===== config.mk =====
export PLATFORM = sky130hd
export DESIGN_NAME = fib_sequencer
export DESIGN_NICKNAME = d
export VERILOG_FILES = /design/src/rtl/fib_pkg.sv /design/src/rtl/fib_ctrl_word.sv /design/src/rtl/fib_sequencer.sv
export SDC_FILE = /design/constraint.sdc
export NUM_CORES = 1
export LEC_CHECK = 0
export ABC_CLOCK_PERIOD_IN_PS = 11650
export CAP_MARGIN = 20
export CELL_PAD_IN_SITES_DETAIL_PLACEMENT = 1
export CELL_PAD_IN_SITES_GLOBAL_PLACEMENT = 1
export CORE_UTILIZATION = 43
export DETAILED_ROUTE_END_ITERATION = 8
export HOLD_SLACK_MARGIN = 0.06
export PLACE_DENSITY_LB_ADDON = 0.1
export RECOVER_POWER = 100
export SLEW_MARGIN = 20
export SYNTH_ARGS = -nofsm -noshare
export SYNTH_HDL_FRONTEND = slang
export SYNTH_SLANG_ARGS = --single-unit

===== constraint.sdc =====
create_clock -name clk -period 11.65 [get_ports clk]
set_input_delay 1.7475 -clock clk [delete_from_list [all_inputs] [get_ports clk]]
set_output_delay 1.7475 -clock clk [all_outputs]
set_load 0.02 [all_outputs]

===== src/rtl/fib_pkg.sv =====
// Shared definitions for the Fibonacci sequencer: processor opcodes, the
// sequencer state encoding and a one-hot register-enable helper.
package fib_pkg;

  localparam logic [3:0] OP_MOVE = 4'b0001;
  localparam logic [3:0] OP_ADD  = 4'b0100;

  // Widest register file the one-hot helper can address (8-bit index).
  localparam int ONEHOT_MAX_W = 256;

  typedef enum logic [2:0] {
    ST_IDLE  = 3'd0,
    ST_LOAD0 = 3'd1,
    ST_LOAD1 = 3'd2,
    ST_STEP  = 3'd3,
    ST_DONE  = 3'd4
  } state_t;

  // One-hot write enable for register idx; callers size-cast to NUM_REGS.
  function automatic logic [ONEHOT_MAX_W-1:0] onehot(input logic [7:0] idx);
    onehot      = '0;
    onehot[idx] = 1'b1;
  endfunction

endpackage


===== src/rtl/fib_ctrl_word.sv =====
// Registered encoder for the processor control bus. It is fed the state and
// term index that will be current in the next cycle, so the word it registers
// lines up with the sequencer's own state register.
module fib_ctrl_word
  import fib_pkg::*;
#(
  parameter int DATA_W   = 16,
  parameter int NUM_REGS = 16,
  parameter int IDX_W    = 4
) (
  input  logic                clk,
  input  logic                reset,
  input  state_t              state,
  input  logic [IDX_W-1:0]    k_idx,
  input  logic [DATA_W-1:0]   seed0,
  input  logic [DATA_W-1:0]   seed1,
  output logic [3:0]          op,
  output logic [IDX_W-1:0]    sourceReg,
  output logic [IDX_W-1:0]    destReg,
  output logic [NUM_REGS-1:0] regEnable,
  output logic                immControl,
  output logic [DATA_W-1:0]   immediate,
  output logic                flagWrite
);

  logic [3:0]          w_op,        r_op;
  logic [IDX_W-1:0]    w_src,       r_src;
  logic [IDX_W-1:0]    w_dst,       r_dst;
  logic [NUM_REGS-1:0] w_en,        r_en;
  logic                w_imm_ctrl,  r_imm_ctrl;
  logic [DATA_W-1:0]   w_imm,       r_imm;
  logic                w_flag,      r_flag;

  // Decode the upcoming state into a control word; anything that is not a
  // term word is the quiescent word.
  always_comb begin
    // NOTE: every output gets a default before the case so no path leaves a
    // variable unassigned, which would otherwise infer a latch.
    w_op       = OP_ADD;
    w_src      = '0;
    w_dst      = '0;
    w_en       = '0;
    w_imm_ctrl = 1'b0;
    w_imm      = '0;
    w_flag     = 1'b0;
    unique case (state)
      ST_LOAD0: begin
        w_op       = OP_MOVE;
        w_imm_ctrl = 1'b1;
        w_imm      = seed0;
        w_en       = NUM_REGS'(onehot(8'd0));
      end
      ST_LOAD1: begin
        w_op       = OP_MOVE;
        w_imm_ctrl = 1'b1;
        w_imm      = seed1;
        w_en       = NUM_REGS'(onehot(8'd1));
      end
      ST_STEP: begin
        // Indices wrap at IDX_W bits, giving the ring-buffer behaviour.
        w_op   = OP_ADD;
        w_src  = k_idx - IDX_W'(2);
        w_dst  = k_idx - IDX_W'(1);
        w_en   = NUM_REGS'(onehot(8'(k_idx)));
        w_flag = 1'b1;
      end
      default: ;
    endcase
  end

  // Output register for the control bus; reset forces the quiescent word.
  always_ff @(posedge clk) begin
    if (reset) begin
      r_op       <= OP_ADD;
      r_src      <= '0;
      r_dst      <= '0;
      r_en       <= '0;
      r_imm_ctrl <= 1'b0;
      r_imm      <= '0;
      r_flag     <= 1'b0;
    end else begin
      r_op       <= w_op;
      r_src      <= w_src;
      r_dst      <= w_dst;
      r_en       <= w_en;
      r_imm_ctrl <= w_imm_ctrl;
      r_imm      <= w_imm;
      r_flag     <= w_flag;
    end
  end

  assign op         = r_op;
  assign sourceReg  = r_src;
  assign destReg    = r_dst;
  assign regEnable  = r_en;
  assign immControl = r_imm_ctrl;
  assign immediate  = r_imm;
  assign flagWrite  = r_flag;

endmodule


===== src/rtl/fib_sequencer.sv =====
// Fibonacci sequence controller: runs a start/busy/done handshake, issues one
// control word per term into a ring buffer of processor registers, and stops
// early when the next term would not fit in DATA_W bits.
module fib_sequencer
  import fib_pkg::*;
#(
  parameter int DATA_W   = 16,
  parameter int NUM_REGS = 16,
  parameter int IDX_W    = 4,
  parameter int CNT_W    = 8
) (
  input  logic                clk,
  input  logic                reset,
  input  logic                start,
  input  logic [CNT_W-1:0]    num_terms,
  input  logic [DATA_W-1:0]   seed0,
  input  logic [DATA_W-1:0]   seed1,
  output logic                busy,
  output logic                done,
  output logic                overflow,
  output logic [CNT_W-1:0]    term_count,
  output logic [IDX_W-1:0]    last_reg,
  output logic [3:0]          op,
  output logic [IDX_W-1:0]    sourceReg,
  output logic [IDX_W-1:0]    destReg,
  output logic [NUM_REGS-1:0] regEnable,
  output logic                immControl,
  output logic [DATA_W-1:0]   immediate,
  output logic                flagWrite
);

  state_t            r_state, w_next_state;
  logic [CNT_W-1:0]  r_k, w_k_next;       // term whose word is on the bus
  logic [CNT_W-1:0]  r_n, w_n_clamped;
  logic [CNT_W-1:0]  r_term_count;
  logic [IDX_W-1:0]  r_last_reg;
  logic [DATA_W-1:0] r_a, r_b;            // shadows of terms k-2 and k-1
  logic [DATA_W:0]   w_sum;
  logic              w_next_carry;
  logic              w_accept, w_issuing, w_ovf_stop;
  logic              r_busy, r_done, r_overflow;

  assign w_accept    = start && (r_state == ST_IDLE || r_state == ST_DONE);
  assign w_issuing   = (r_state == ST_LOAD0) || (r_state == ST_LOAD1) ||
                       (r_state == ST_STEP);
  assign w_n_clamped = (num_terms < CNT_W'(2)) ? CNT_W'(2) : num_terms;

  // w_sum is the current term in STEP (and term 2 while in LOAD1). The term
  // after it is b + sum, which carries exactly when sum exceeds ~b.
  assign w_sum        = {1'b0, r_a} + {1'b0, r_b};
  assign w_next_carry = (w_sum[DATA_W-1:0] > ~r_b);

  // Next-state logic: decide the next term to issue, or stop.
  always_comb begin
    w_next_state = r_state;
    w_k_next     = r_k;
    w_ovf_stop   = 1'b0;
    unique case (r_state)
      ST_IDLE, ST_DONE: begin
        if (start) begin
          w_next_state = ST_LOAD0;
          w_k_next     = '0;
        end
      end
      ST_LOAD0: begin
        w_next_state = ST_LOAD1;
        w_k_next     = CNT_W'(1);
      end
      ST_LOAD1: begin
        if (r_n == CNT_W'(2)) begin
          w_next_state = ST_DONE;
        end else if (w_sum[DATA_W]) begin
          w_next_state = ST_DONE;
          w_ovf_stop   = 1'b1;
        end else begin
          w_next_state = ST_STEP;
          w_k_next     = CNT_W'(2);
        end
      end
      ST_STEP: begin
        if (r_k + CNT_W'(1) == r_n) begin
          w_next_state = ST_DONE;
        end else if (w_next_carry) begin
          w_next_state = ST_DONE;
          w_ovf_stop   = 1'b1;
        end else begin
          w_k_next = r_k + CNT_W'(1);
        end
      end
      default: w_next_state = ST_IDLE;
    endcase
  end

  // State, handshake flags and write counters.
  always_ff @(posedge clk) begin
    // NOTE: state is updated with non-blocking assignments so every register
    // in this block samples values from before the edge, independent of order.
    if (reset) begin
      r_state      <= ST_IDLE;
      r_k          <= '0;
      r_busy       <= 1'b0;
      r_done       <= 1'b0;
      r_overflow   <= 1'b0;
      r_term_count <= '0;
      r_last_reg   <= '0;
    end else begin
      r_state <= w_next_state;
      r_k     <= w_k_next;
      r_busy  <= (w_next_state == ST_LOAD0) || (w_next_state == ST_LOAD1) ||
                 (w_next_state == ST_STEP);
      r_done  <= (w_next_state == ST_DONE);
      if (w_accept) begin
        r_overflow   <= 1'b0;
        r_term_count <= '0;
      end else if (w_issuing) begin
        // The word on the bus this cycle is written by the processor now.
        r_term_count <= r_term_count + CNT_W'(1);
        r_last_reg   <= r_k[IDX_W-1:0];
      end
      if (w_ovf_stop) begin
        r_overflow <= 1'b1;
      end
    end
  end

  // Run parameters and term shadows, loaded at start and shifted per ADD.
  always_ff @(posedge clk) begin
    // NOTE: these datapath registers are deliberately not reset: they are
    // always loaded at start before anything reads them.
    if (w_accept) begin
      r_n <= w_n_clamped;
      r_a <= seed0;
      r_b <= seed1;
    end else if (r_state == ST_STEP) begin
      r_a <= r_b;
      r_b <= w_sum[DATA_W-1:0];
    end
  end

  // seed0 comes straight from the port because LOAD0's word is registered on
  // the accepting edge; seed1 comes from the latched shadow one edge later.
  fib_ctrl_word #(
    .DATA_W   (DATA_W),
    .NUM_REGS (NUM_REGS),
    .IDX_W    (IDX_W)
  ) u_ctrl_word (
    .clk        (clk),
    .reset      (reset),
    .state      (w_next_state),
    .k_idx      (w_k_next[IDX_W-1:0]),
    .seed0      (seed0),
    .seed1      (r_b),
    .op         (op),
    .sourceReg  (sourceReg),
    .destReg    (destReg),
    .regEnable  (regEnable),
    .immControl (immControl),
    .immediate  (immediate),
    .flagWrite  (flagWrite)
  );

  assign busy       = r_busy;
  assign done       = r_done;
  assign overflow   = r_overflow;
  assign term_count = r_term_count;
  assign last_reg   = r_last_reg;

endmodule


# After elaboration in Yosys (flattened, before gate mapping)
# Cells that the tools add are included.
# totals
elab_cells	92
output_inout_bits	61
register_bits	112
input_bits	43
# classes
n_bitwise	3
n_eq_ne	15
n_mux	30
addsub	5
magnitude_cmp	4
n_reduce_logical	17
# op_table
operator	count
$mux W16	4
$pmux W16 S3	1
$mux W8	5
$pmux W16 S2	1
$pmux W8 S4	1
$mux W3	6
$add A16 B16 Y17	1
$add A8 B1 Y8 const B	2
$gt A16 B16 Y1	1
$not A16 Y16	1
$eq A3 B2 Y1 const B	4
$pmux W3 S4	1
$ne A2 B2 Y1 const B	5
$lt A4 B9 Y1 const B	1
$mux W1	9
$eq A8 B2 Y1 const B	1
$eq A8 B8 Y1	1
$lt A8 B2 Y1 const B	1
$reduce_or A2 Y1	4
$eq A3 B1 Y1 const B	2
$eq A3 B3 Y1 const B	2
$reduce_and A6 Y1	1
$logic_or A1 B1 Y1	5
$demux W1 S4	1
10 further kinds	13

# Longest topological paths before layout
# Gate-level depths: netlist of the first run.
# logic_depth
depth_word	10
mapped_depth	24
ltp_nobuf	24

# Cells and area by module
# From an unflattened synthesis of the first run, not the netlist that was laid out.
# hier_totals
hier_cells	625
hier_area_um2	5830.6
# by_module_without_submodules
mod	n_inst	area_per_inst_um2	cells_per_inst
fib_sequencer	1	4366.7	481
fib_ctrl_word	1	1463.9	144

# Worst setup path after synthesis of the first run
# No wires, ideal clock.
# synth_path
path_kind	reg-to-reg
from	register r_b[1]
to	register u_ctrl_word.r_dst[3], in the netlist u_ctrl_word.destReg[3]
arrival_ns	4.717
path_buffers	1
path_stages_with_launch	25
path_slack_ns	6.815
cell_sequence	edfxtp_1 -> ha_1 -> a21o_1 -> a21oi_1 -> o21bai_1 -> a21boi_0 -> o32ai_1 -> o221ai_1 -> o21ai_0 -> a21oi_1 -> xnor2_1 -> ha_1 -> nand4_1 -> nor2_1 -> a221oi_1 -> nor3b_1 -> o21ai_2 -> a211o_1 -> a21oi_4 -> buf_6 -> ha_1 -> inv_1 -> a31oi_4 -> xor2_1 -> nor2_1
# synth_between
elab_chain_cells	8
# synth_rtl
item	line	text
from (decl)	fib_sequencer.sv:37	logic [DATA_W-1:0] r_a, r_b;
from (signal assigned)	fib_sequencer.sv:136	r_b <= w_sum[DATA_W-1:0];
parallel branches: the longest is 8 deep, another holds $add A16 B16 Y17	-	
to (signal assigned)	fib_ctrl_word.sv:84	r_dst <= w_dst;
to (decl)	fib_ctrl_word.sv:28	logic [IDX_W-1:0] w_dst, r_dst;
# Several ways; the timed one is not identified. The select of a mux whose other input is x is not followed.
# A chain may end at the register's enable or synchronous reset.

# Worst setup path after layout of the first run
# Ends and elaborated chain as after synthesis.

==> results of run 1 <==
==> layer usage <==
| layer | part of all wire, % | vias to the layer above |
|---|---|---|
| met5 | 0 | - |
| met4 | 1.3 | 0 |
| met3 | 4.3 | 13 |
| met2 | 46 | 83 |
| met1 | 48 | 2150 |
| li1 | - | 2161 |
==> synthesized netlist by cell type (all sizes together), types with 13 or more instances <==
cell / number / area, sq um
nand2: 117 / 442
clkbuf: 16 / 60.1
buf: 14 / 86.3
xnor2: 18 / 158
ha: 35 / 438
inv: 14 / 52.6
edfxtp: 40 / 1200
dfxtp: 69 / 1380
xor2: 13 / 114
a22o: 16 / 140
a21oi: 40 / 215
nor2: 49 / 186
o21ai: 19 / 98.8
==> final timing paths <==
check             slack, ns                                end  cells past startpoint                  start
setup / recovery       5.37  u_ctrl_word.destReg[3]$_SDFF_PP0_                     23       r_b[1]$_DFFE_PP_
hold / removal         0.47              overflow$_SDFFE_PP0P_                      2  overflow$_SDFFE_PP0P_
setup reg to reg       5.37  u_ctrl_word.destReg[3]$_SDFF_PP0_                     23       r_b[1]$_DFFE_PP_
hold reg to reg        0.47              overflow$_SDFFE_PP0P_                      2  overflow$_SDFFE_PP0P_
==> worst max-delay path, delay by kind of cell, from the launching register on <==
family          cells  cell delay [ns]
fa+ha+maj           3             0.90
flops               1             0.48
compound gates     13             3.75
simple gates        4             0.61
buf+inv             1             0.08
xor+xnor            2             0.35
==> cells by family (layout without fill, tap and decap cells) <==
kind of cell,after synthesis,in the layout
and+or+nand+nor,231,231
AOI/OAI and AO/OA,112,112
DFF,109,109
buffers and inverters,44,136
adders and majority gates,36,36
xor gates and xnor gates,32,32
muxes,4,4
other,1,2
==> final cells by class <==
cell class              instances  area (sq um)
fillers                      1397          5400
inverters                      14          52.6
clock inverters                 7          61.3
clock buffers                   9           225
repair buffers                106          1030
well taps                     168           210
multi-input cells             417          2600
flip-flops and latches        109          2580
==> power groups by stage <==
stage | clock network (mW) | logic, mW | registers, mW
2_1_floorplan | 0 | 0.733 | 0.619
3_3_place_gp | 0 | 1.01 | 0.602
3_5_place_dp | 0 | 1.05 | 0.606
4_1_cts | 0.317 | 1.07 | 0.599
5_1_grt | 0.331 | 1.17 | 0.612
6_report | 0.308 | 1.05 | 0.599
==> stage by stage <==
step	instance area (sq um)	util [%]	power [mW]	std cells
2_1_floorplan	5420	-	1.35	570
3_3_place_gp	6540	53.8	1.61	814
3_5_place_dp	6540	53.8	1.66	814
4_1_cts	6830	56.1	1.99	830
5_1_grt	6760	55.6	2.11	830
6_report	6760	55.6	1.95	830
==> summary.md, run 1 <==
| Metric | Value |
|---|---|
| WHS | `0.473 ns` |
| Die footprint | `13100 sq um` |
| Worst Skew | `0.0113 ns` |
| Fin crit period | `6.28 ns` |
| Setup Fix Bufs, Post-CTS | `0` |
| Sw frac | `43.8%` |
| Kind of critical path | `reg2reg` |
| Highest clock rate | `0.159 GHz` |
| DRC | `0` |
| Clock sink total | `109` |
| Global route overflow | `0` |
| Seq/Total Area, Yosys | `47.7%` |
| Total Nets Final | `736` |
| Main combinational cell family by area after synthesis | `simple AND/OR/NAND/NOR gates` |
| I/O Pins | `104` |
| Post-synthesis cell area | `5420 sq um` |
| Top Usage Layer GRT | `met2` |
| Die H | `114 um` |
| Startpoint types | `register` |
| Status | `complete, but fails checks` |
| Hold-fix buffers at CTS | `0` |
| Antenna violation net count after detailed routing | `0` |
| CTS Buf Count | `9` |
| LEAKAGE | `2.88 nW` |
| GRT Resource Usage Total | `23.3%` |
| Slew Limit Fails | `113` |
| H-Tree Depth | `3` |
| RSZ-0062 raised after global routing | `false` |
| Most frequent cells in the layout | `nand2_1 (116), dfxtp_1 (69), dlygate4sd3_1 (67)` |
| Worst-Skew Late Latency | `0.36 ns` |
| Least-Margin Pin Slew | `1.89 ns` |
| Largest net degree at the start of global routing | `40` |
| Vias in the first global route | `4623` |
| Share of cells above drive strength 1 | `4.53%` |
| Met3 GRT Util | `5.77%` |
| Number of synthesized flops with an enable pin | `40` |
| Final WS setup | `5.37 ns` |
| IO Port Bufs | `101` |
| Seq cells post-synth | `109` |
| Initial Util | `44.6%` |
| Synth Area in Compound Gates | `14.2%` |
| Final setup fails | `0` |
| Final WL | `14000 um` |
| Sequential Power Share | `30.7%` |
| Number of warning messages in the yosys log | `0` |
| Synth Area in Simple Gates | `19.7%` |
| Average size of a mapped cell | `9.52 sq um` |
| XOR/XNOR Fraction of Synth Area | `5.43%` |
| Max-cap check violation count | `3` |
| Worst Hold Class | `reg2reg` |
| P&R area growth vs syn | `24.8%` |
| Max rail drop VDD | `0.131 mV` |
| Max_slew headroom | `-25.8%` |
| Clock-pin transition on the worst setup and hold timing paths | `0.08 ns` |
| Core area | `12200 sq um` |
| Crit path max fanout | `17` |
| Pre-CTS setup slack | `6.16 ns` |
| Clock power frac | `15.8%` |
| Ys async rst share | `0%` |
| Synth Flop Type | `dfxtp_1` |
| Final setup TNS | `0 ns` |
| Power Dens Cells | `289 nW/um^2` |
| Mux cell area share after synthesis | `0.808%` |
| Synth Area in Adders | `8.45%` |
| N_diodes | `0` |
| Cell Int Power | `1.10 mW` |
| Failing checks | `capacitance limit, slew limit` |
| First-pass GRT wire length | `23400 um` |
| CTS tree | `built` |
| Vias | `4407` |
| Deepest clock path buffer count | `2` |
| Data required time of the worst path | `11.90 ns` |
| GPL Wtd Cong | `0.827` |
| Initial antenna violation count | `0` |
| Mapped Cells | `569` |
| Period utilization | `53.9%` |
| Die W | `114 um` |
| Arr. time, crit path | `6.53 ns` |
| Drt first pass iters | `6` |
| Sw power | `0.857 mW` |
| Cell-by-cell listing of the critical path | `ha_1, a21o_1, a21oi_1, o21bai_1, a21boi_0, o32ai_1, o221ai_1, o21ai_0, a21oi_1, xnor2_1, ha_1, nand4_1, nor2_1, a221oi_1, nor3b_1, o21ai_0, a211o_1, a21oi_1, ha_1, inv_1, a31oi_4, xor2_1, nor2_1` |
| Number of gates resized after CTS | `0` |
| Crit path largest cell delay | `1.09 ns` |
| Slowest stage cell on the critical path | `a21oi_1` |
| Final Hold Fails | `0` |
| Wire length per cell | `16.9 um` |
| Initial DRC Count | `176` |
| Met1 usage | `31.2%` |
| CP Capture Type | `register` |
| Met2 usage | `37.0%` |
| Logic pwr share | `53.6%` |
| Count of unique library cells instantiated by Yosys | `71` |
| Row count | `40` |
| Root buffer cell | `clkbuf_16` |
| Routed vias/inst | `5.31` |
| Detail Placement HPWL | `9970 um` |
| Commonest non-fill, non-tap cell in the layout | `nand2_1` |
(Power assumes the default switching activity.)
==> inputs of run 2 (changes only) <==
--- a/config.mk
+++ b/config.mk
@@ -5,11 +5,11 @@
 export SDC_FILE = /design/constraint.sdc
 export NUM_CORES = 1
 export LEC_CHECK = 0
-export ABC_CLOCK_PERIOD_IN_PS = 11650
+export ABC_CLOCK_PERIOD_IN_PS = 5600
 export CAP_MARGIN = 20
 export CELL_PAD_IN_SITES_DETAIL_PLACEMENT = 1
 export CELL_PAD_IN_SITES_GLOBAL_PLACEMENT = 1
-export CORE_UTILIZATION = 43
+export CORE_UTILIZATION = 36
 export DETAILED_ROUTE_END_ITERATION = 8
 export HOLD_SLACK_MARGIN = 0.06
 export PLACE_DENSITY_LB_ADDON = 0.1
==> constraint.sdc (replaced) <==
create_clock -name clk -period 5.6 [get_ports clk]
set_input_delay 0.84 -clock clk [delete_from_list [all_inputs] [get_ports clk]]
set_output_delay 0.84 -clock clk [all_outputs]
set_load 0.02 [all_outputs]
==> run 2 against run 1 <==
- the run still ends with capacitance limit, slew limit left
- largest cell class unchanged
- core utilization shrank 8.7 points
- power grew 110%
- global-route usage shrank 4.3 points
- highest routed layer unchanged
- critical path type unchanged
- clock skew is essentially flat
==> summary.md, run 2 (synthesis results as in run 1) <==
| Metric | Value |
|---|---|
| Status | `complete, but fails checks` |
| Failing checks | `capacitance limit, slew limit` |
| Hold-fix buffers at CTS | `0 (unchanged)` |
| Final WS setup | `0.447 ns (-4.92 ns)` |
| Multi-input logic area | `2650 sq um (+1.9%)` |
| Startpoint types | `register` |
| Most frequent CP cell | `ha_1` |
| CP Capture Type | `register` |
| Global route overflow | `0 (unchanged)` |
| Sw frac | `43.6% (-0.23 points)` |
| Final setup TNS | `0 ns (unchanged)` |
| Worst Reg-to-Reg Cells | `23 (unchanged)` |
| Initial antenna violation count | `0 (unchanged)` |
| Die H | `125 um (+9.1%)` |
| Final cell count without fillers | `848 (+2.2%)` |
| Most frequent cells in the layout | `nand2_1 (117), dfxtp_1 (69), dlygate4sd3_1 (66)` |
| First-pass GRT wire length | `23500 um (+0.53%)` |
| Worst-Skew Late Latency | `0.36 ns (about the same)` |
| I/O Pins | `104 (unchanged)` |
| Placed insts | `831 (+2.1%)` |
| CTS tree | `built` |
| Cell-by-cell listing of the critical path | `ha_1, a21o_1, a21oi_1, o21bai_1, a21boi_1, o32ai_1, o221ai_1, o21ai_0, a21oi_1, xnor2_1, ha_1, nand4_1, a2111oi_0, nor3b_2, o21ai_2, mux2_1, nand3_1, inv_1, ha_1, inv_1, a31oi_4, xor2_1, nor2_1` |
| R2R Path End | `u_ctrl_word.destReg[3]$_SDFF_PP0_` |
| Initial DRC Count | `179 (+1.7%)` |
| Largest net degree at the start of global routing | `40 (unchanged)` |
| Fillers | `1631 (+17%)` |
| Max_slew headroom | `-37.1% (-11 points)` |
| Share of cells above drive strength 1 | `5.42% (+0.89 points)` |
| H-Tree Depth | `3 (unchanged)` |
| Deepest clock path buffer count | `2 (unchanged)` |
| Antenna violation net count after detailed routing | `0 (unchanged)` |
| Vias | `4336 (-1.6%)` |
| Pre-CTS setup slack | `0.205 ns (-5.95 ns)` |
| N_diodes | `0 (unchanged)` |
| Routed vias/inst | `5.11 (-3.7%)` |
| Highest clock rate | `0.194 GHz (+22%)` |
| Die W | `125 um (+9.1%)` |
| CTS Buf Count | `9 (unchanged)` |
| Die footprint | `15500 sq um (+19%)` |
| Logic pwr share | `54.0% (+0.4 points)` |
| Data required time of the worst path | `5.84 ns (-6.06 ns)` |
| Sw power | `1.78 mW (+110%)` |
| Crit path max fanout | `5 (-12)` |
| Slowest stage cell on the critical path | `edfxtp_1` |
| Final Hold Fails | `0 (unchanged)` |
| Detail Placement HPWL | `10400 um (+4.5%)` |
| Drt first pass iters | `4 (-2)` |
| IO Port Bufs | `101 (unchanged)` |
| Final setup fails | `0 (unchanged)` |
| Final WL | `14100 um (+0.68%)` |
| RSZ-0062 raised after global routing | `false` |
| Least-Margin Pin Slew | `2.06 ns (+0.170 ns)` |
| Hold Path Cell Cnt | `2 (unchanged)` |
| GPL Wtd Cong | `0.796 (-3.7%)` |
| Crit path largest cell delay | `0.48 ns (-0.61 ns)` |
| Power Dens Cells | `595 nW/um^2 (+110%)` |
| Initial Util | `37.1% (-7.4 points)` |
| Clock-pin transition on the worst setup and hold timing paths | `0.08 ns (about the same)` |
| Vias in the first global route | `4646 (+0.50%)` |
| Cell Int Power | `2.30 mW (+110%)` |
| Arr. time, crit path | `5.40 ns (-1.13 ns)` |
| Clock sink total | `109 (unchanged)` |
| Hold path startpoint | `overflow$_SDFFE_PP0P_` |
| Max-cap check violation count | `3 (unchanged)` |
| Period utilization | `92.0% (+38 points)` |
| Reg area | `2580 sq um (unchanged)` |
| Worst path bufs/invs | `2 (+1)` |
| Row count | `44 (+10%)` |
| Reg2reg start | `r_b[1]$_DFFE_PP_` |
| Kind of critical path | `reg2reg` |
| Worst Hold Endpoint | `overflow$_SDFFE_PP0P_` |
| Flop2flop setup slack | `0.45 ns (-4.92 ns)` |
| Top Family by Delay on Critical Path | `compound AO/OA/AOI/OAI gates` |
| DRC | `0 (unchanged)` |
| LEAKAGE | `2.90 nW (+0.65%)` |
| Fin crit period | `5.15 ns (-1.13 ns)` |
| Worst Skew | `0.0110 ns (-0.000332 ns)` |
| Clock power frac | `15.5% (-0.3 points)` |
| Max rail drop VDD | `0.311 mV (+140%)` |
| Worst Hold Class | `reg2reg` |
| Commonest non-fill, non-tap cell in the layout | `nand2_1` |
| GRT Resource Usage Total | `19.0% (-4.3 points)` |
| Root buffer cell | `clkbuf_16` |
| Wire length per cell | `16.7 um (-1.5%)` |
| Sequential Power Share | `30.6% (about the same)` |
| Core area | `14600 sq um (+20%)` |
| Slew Limit Fails | `73 (-35%)` |
| Total Nets Final | `738 (+0.27%)` |
| P&R area growth vs syn | `26.4%` |
-- run 2: worst min-delay path, cell delays in order (launching register included) --
cell and delay (ns):
dfxtp_1 0.32, nand2_1 0.05, a21oi_1 0.06
-- run 2: through the flow --
stage	power, mW	hold slack, ns	utilization [%]	cell area (sq um)
floorplan	2.81	0.470	-	5420
global placement	3.40	0.448	45.1	6580
detailed placement	3.48	0.467	45.1	6580
CTS	4.14	0.485	47.1	6870
global route	4.43	0.518	47.0	6850
finish	4.08	0.476	47.0	6850
-- run 2: metal layers --
layer	wire length, um	vias up	track usage (%)
met4	176	0	5.46
li1	-	2165	-
met3	418	14	4.38
met5	0	-	0
met2	7180	60	34.0
met1	6350	2097	22.4
-- run 2: cell type report --
type                       count  share of cell area (%)
multi-input combinational    417                    38.6
sequential                   109                    37.7
timing repair buffer         108                    15.3
tap                          184                    3.36
clock buffer                  10                    3.34
clock inverter                 6                   0.877
inverter                      14                   0.767
-- run 2: worst max-delay path by stage --
stage	from	end	slack, ns	depth (start not counted)
6_report	r_b[1]$_DFFE_PP_	u_ctrl_word.destReg[3]$_SDFF_PP0_	0.45	23
5_1_grt	r_b[1]$_DFFE_PP_	u_ctrl_word.destReg[3]$_SDFF_PP0_	0.04	24
2_1_floorplan	r_b[1]$_DFFE_PP_	u_ctrl_word.destReg[3]$_SDFF_PP0_	0.76	24
4_1_cts	r_b[1]$_DFFE_PP_	u_ctrl_word.destReg[2]$_SDFF_PP0_	0.16	21
3_5_place_dp	r_b[1]$_DFFE_PP_	u_ctrl_word.destReg[2]$_SDFF_PP0_	0.21	21
3_3_place_gp	r_b[1]$_DFFE_PP_	u_ctrl_word.destReg[3]$_SDFF_PP0_	0.53	23
-- run 2: timing repair --
item / CTS / global route
setup buffers: 0 / 1
resized for setup: 0 / 5
endpoints found under the setup margin: 0 / 20
-- run 2: power by group through the flow --
stage          Clock (mW)  Sequential [mW]  Combinational (mW)
2_1_floorplan           0             1.29                1.52
3_3_place_gp            0             1.26                2.14
3_5_place_dp            0             1.27                2.21
4_1_cts             0.653             1.25                2.23
5_1_grt             0.678             1.28                2.48
6_report            0.630             1.25                2.20
==> inputs of run 3 (changes only) <==
--- a/config.mk
+++ b/config.mk
@@ -11,6 +11,7 @@
 export CELL_PAD_IN_SITES_GLOBAL_PLACEMENT = 1
 export CORE_UTILIZATION = 36
 export DETAILED_ROUTE_END_ITERATION = 8
+export GPL_ROUTABILITY_DRIVEN = 0
 export HOLD_SLACK_MARGIN = 0.06
 export PLACE_DENSITY_LB_ADDON = 0.1
 export RECOVER_POWER = 100
==> results of run 3 <==
The final DEF is identical to that of run 2; final timing and power are the same.
